$ cat src/rtl/seq1011_frame_ctrl.sv
// Word-to-serial sequencer with an overlapping Moore 4-bit pattern detector and per-word result handshake.
// Optional: define SEQ1011_CARRY_HISTORY_EN to keep detector history across word boundaries.
module seq1011_frame_ctrl #(
  parameter int          DATA_W  = 16,
  parameter int          CNT_W   = 5,
  parameter logic [3:0]  PATTERN = 4'b1011
) (
  input  logic              clk,
  input  logic              rst,
  input  logic              in_valid,
  output logic              in_ready,
  input  logic [DATA_W-1:0] in_data,
  input  logic [CNT_W-1:0]  in_len,
  output logic              ser_bit,
  output logic              ser_valid,
  output logic              det_pulse,
  output logic              out_valid,
  input  logic              out_ready,
  output logic [CNT_W-1:0]  out_count,
  output logic [CNT_W-1:0]  out_first,
  output logic              busy
);

  typedef enum logic [1:0] {IDLE, SHIFT, REPORT} state_t;

  state_t            state, state_nx;
  logic [DATA_W-1:0] word;
  logic [CNT_W-1:0]  len, idx, count, first, len_c;
  logic [2:0]        hist;
  logic [1:0]        hv;
  logic              b, last, match;

  // Zero or oversize lengths fall back to the full word.
  assign len_c = (in_len == '0 || in_len > CNT_W'(DATA_W)) ? CNT_W'(DATA_W) : in_len;
  // The word register shifts left, so the next bit is always its MSB.
  assign b     = word[DATA_W-1];
  assign last  = (idx == len - CNT_W'(1));
  assign match = (hv == 2'd3) && ({hist, b} == PATTERN);

  assign in_ready  = (state == IDLE);
  assign out_valid = (state == REPORT);
  assign busy      = (state != IDLE);
  assign out_count = count;
  assign out_first = first;

  always_ff @(posedge clk) begin
    if (rst) state <= IDLE;
    else     state <= state_nx;
  end

  always_comb begin
    state_nx = state;
    case (state)
      IDLE:    if (in_valid)  state_nx = SHIFT;
      SHIFT:   if (last)      state_nx = REPORT;
      REPORT:  if (out_ready) state_nx = IDLE;
      default:                state_nx = IDLE;
    endcase
  end

  always_ff @(posedge clk) begin
    if (rst) begin
      word      <= '0;
      len       <= '0;
      idx       <= '0;
      count     <= '0;
      first     <= '1;
      hist      <= '0;
      hv        <= '0;
      ser_bit   <= 1'b0;
      ser_valid <= 1'b0;
      det_pulse <= 1'b0;
    end else begin
      ser_valid <= 1'b0;
      det_pulse <= 1'b0;
      case (state)
        IDLE: if (in_valid) begin
          word  <= in_data;
          len   <= len_c;
          idx   <= '0;
          count <= '0;
          first <= '1;
`ifdef SEQ1011_CARRY_HISTORY_EN
`else
          hist  <= '0;
          hv    <= '0;
`endif
        end
        SHIFT: begin
          word      <= word << 1;
          idx       <= idx + CNT_W'(1);
          ser_bit   <= b;
          ser_valid <= 1'b1;
          det_pulse <= match;
          hist      <= {hist[1:0], b};
          if (hv != 2'd3) hv <= hv + 2'd1;
          if (match) begin
            count <= count + CNT_W'(1);
            if (count == '0) first <= idx;
          end
        end
        default: ;
      endcase
    end
  end

endmodule

$ cat config.mk
export PLATFORM = sky130hd
export DESIGN_NAME = seq1011_frame_ctrl
export DESIGN_NICKNAME = d
export VERILOG_FILES = /design/src/rtl/seq1011_frame_ctrl.sv
export SDC_FILE = /design/constraint.sdc
export NUM_CORES = 1
export LEC_CHECK = 0
export CORE_ASPECT_RATIO = 1.75
export CORE_MARGIN = 3
export CORE_UTILIZATION = 50
export CTS_CLUSTER_DIAMETER = 150
export DETAILED_ROUTE_END_ITERATION = 10
export PLACE_DENSITY = 0.75
export SYNTH_ARGS = -nofsm -noshare
export SYNTH_HDL_FRONTEND = slang
export SYNTH_SLANG_ARGS = --single-unit
$ cat constraint.sdc
create_clock -name clk -period 2.8 [get_ports clk]
set_clock_uncertainty 0.1 [all_clocks]
set_input_delay 0.56 -clock clk [delete_from_list [all_inputs] [get_ports clk]]
set_output_delay 0.56 -clock clk [all_outputs]
set_load 0.05 [all_outputs]
==> metrics <==
# resized after CTS 0; flop-to-flop setup slack 940 ps; Area contributors post-synth dfxtp_1 (44%), a311oi_1 (7.5%), nand2_1 (7.5%); VDD IR-drop max 442 uV; Max Buffers Root-to-Sink 2; WL per Instance 13.2 um; FF+latch count, synth 46; first-pass GRT wire length 7730 um; grt ovf 0; Final min period 2390 ps; Setup TNS 0 ps; final count of hold timing violations 0; Hold WC Path Type reg2reg; worst hold slack 377 ps; number of I/O pins 41; clk_lat worst skew 290 ps; Vias/cell 5.46; Sink Count 46; Power, Total 1.43 mW; Slew HR 0.414; TritonCTS buffer count 5; final setup vio count 0; Pre-Repair DR Iteration Count 4; RD Place Congestion 0.776; CTS tree built; Max Cap Viol 0; Die X-Extent 55 um; net count after synthesis 280; post-synthesis cell count 249; Clk pin slew, worst setup/hold paths 80 ps; root buffer cell clkbuf_8; FF-to-FF End out_first[3]; P&R area growth vs syn 25.4%; WL final 4430 um; Yosys top cell area share 0.438; maximum clock rate 418 MHz; hold path endpoint ser_bit; yosys warns 0; path depth of the worst reg2reg path 5; final slew viol count 0; H-tree Lvls 2; FP Rows 30; commonest register cell after synthesis dfxtp_1; Worst setup EP type output port; Critical Path Source Type flip-flop; area leader, netlist dfxtp_1; initial core utilization 0.528; DP Area 2530 um2; Final nets 317; Hold Path Origin ser_bit; Async S/R FF share, synth 0; period utilisation layout 0.855; fin util 0.662; PD cells 542 nW/um2; layout cells sized above 1 0.0627; vias in the first global route 1,842; post-DP HPWL 3240 um; initial antenna violation count 0; Mean Syn Cell Area 8.44 um2; port bufs 40; RSZ-0062 raised after global routing no; Worst Setup Path Type reg2out; worst path required time 2140 ps; cts hold-fix bufs 0; Synth Cell Area 2100 um2; pin count of the biggest net entering global routing 31; DRC 0; # diodes 0; RR Startpoint out_count[0]; vias 1,830; sequential share of the synthesized area 0.438; fillcell total 347; EDFF count, synth 0; Hold Path Depth 2; die area 5050 um2; post-route ant nets 0; Die Span Y 91.7 um; Worst-Margin Slew 879 ps; worst path arrival time 1730 ps; Initial DRC Count 29; Final Cell Area 2630 um2; Total GRT Usage 0.199; status finished, final reports clean; count of cell types in the netlist 35; CP Max Fanout 7; P_leak 0.985 nW; Core ar. 3980 um2; Post-CTS Setup Inserts 0
[final cells by class]
cell class	count	area, um2	area share
clock buffers	7	76.3	0.0290
clock inverters	1	30.0	0.0114
inverters	7	26.3	0.00998
multi-input cells	180	1070	0.408
flip-flops and latches	46	921	0.350
well taps	48	60.1	0.0228
repair buffers	46	445	0.169
[placed cells by master (no fill, tap or decap), types with 3 or more instances in the layout]
cell type / synthesis / final
a21oi_1: 13 / 13
clkdlybuf4s50_1: 0 / 40
nand2_1: 42 / 42
dfxtp_1: 46 / 46
clkbuf_8: 0 / 5
nor3_1: 8 / 8
o21ai_0: 4 / 4
inv_1: 7 / 7
nor2_1: 39 / 39
or3_1: 3 / 3
a22oi_1: 5 / 5
nor3b_1: 5 / 5
buf_4: 0 / 6
nand3b_1: 5 / 5
ha_1: 6 / 6
nand3_1: 4 / 4
mux2i_1: 5 / 5
xnor2_1: 7 / 7
a311oi_1: 18 / 18
[through the flow]
stage	setup WS [ps]	cells
floorplan	595	249
global placement	498	327
detailed placement	454	327
CTS	386	335
global route	307	335
finish	406	335
[how the worst max path moves through the flow]
| stage | start | end | cells after the start |
|---|---|---|---|
| after floorplan | state[1] | busy | 2 |
| after global placement | in_valid | out_first[4] | 5 |
| after detailed placement | in_valid | out_first[3] | 5 |
| after CTS | state[1] | busy | 3 |
| after global routing | state[1] | in_ready | 2 |
| final | state[1] | busy | 3 |
[cell usage after synthesis, types with 3 or more instances]
library cell  number
nor2_1            39
nand3b_1           5
a21oi_1           13
nand3_1            4
inv_1              7
buf_2              9
or3_1              3
nand2_1           42
mux2i_1            5
dfxtp_1           46
xnor2_1            7
nor3_1             8
a22oi_1            5
clkbuf_1           5
a311oi_1          18
nor3b_1            5
o21ai_0            4
ha_1               6
[worst max-delay path: stages, from the launching register on]
cell,delay (ps)
dfxtp_1,460
nor2_1,120
inv_1,70
clkdlybuf4s50_1,790
[report_power, final]
group / total (mW) / switching [mW] / internal [mW]
sequential: 0.715 / 0.0250 / 0.690
combinational: 0.238 / 0.133 / 0.104
clock: 0.473 / 0.206 / 0.267
total: 1.43 / 0.365 / 1.06
[cells by family (layout without fill, tap and decap cells)]
logic type / after synthesis / in the layout / share of synthesized area
simple gates: 115 / 115 / 0.254
compound gates: 46 / 46 / 0.164
flops: 46 / 46 / 0.438
buf+inv: 23 / 61 / 0.0500
xor+xnor: 8 / 8 / 0.0334
fa+ha+maj: 6 / 6 / 0.0357
mux: 5 / 5 / 0.0238
[routing by layer]
layer,global-route usage,share of wire,up-vias
li1,-,-,941
met1,0.225,0.42,833
met2,0.347,0.50,48
met3,0.0423,0.053,8
met4,0.0751,0.021,0
met5,0,0,-
[sequential cells by signal (all words and copies together), names as in the netlist]
signal     flops
hv             2
idx            5
out_first      5
word          16
det_pulse      1
ser_valid      1
hist           3
len            5
out_count      5
state          2
ser_bit        1
(Power assumes the default switching activity.)
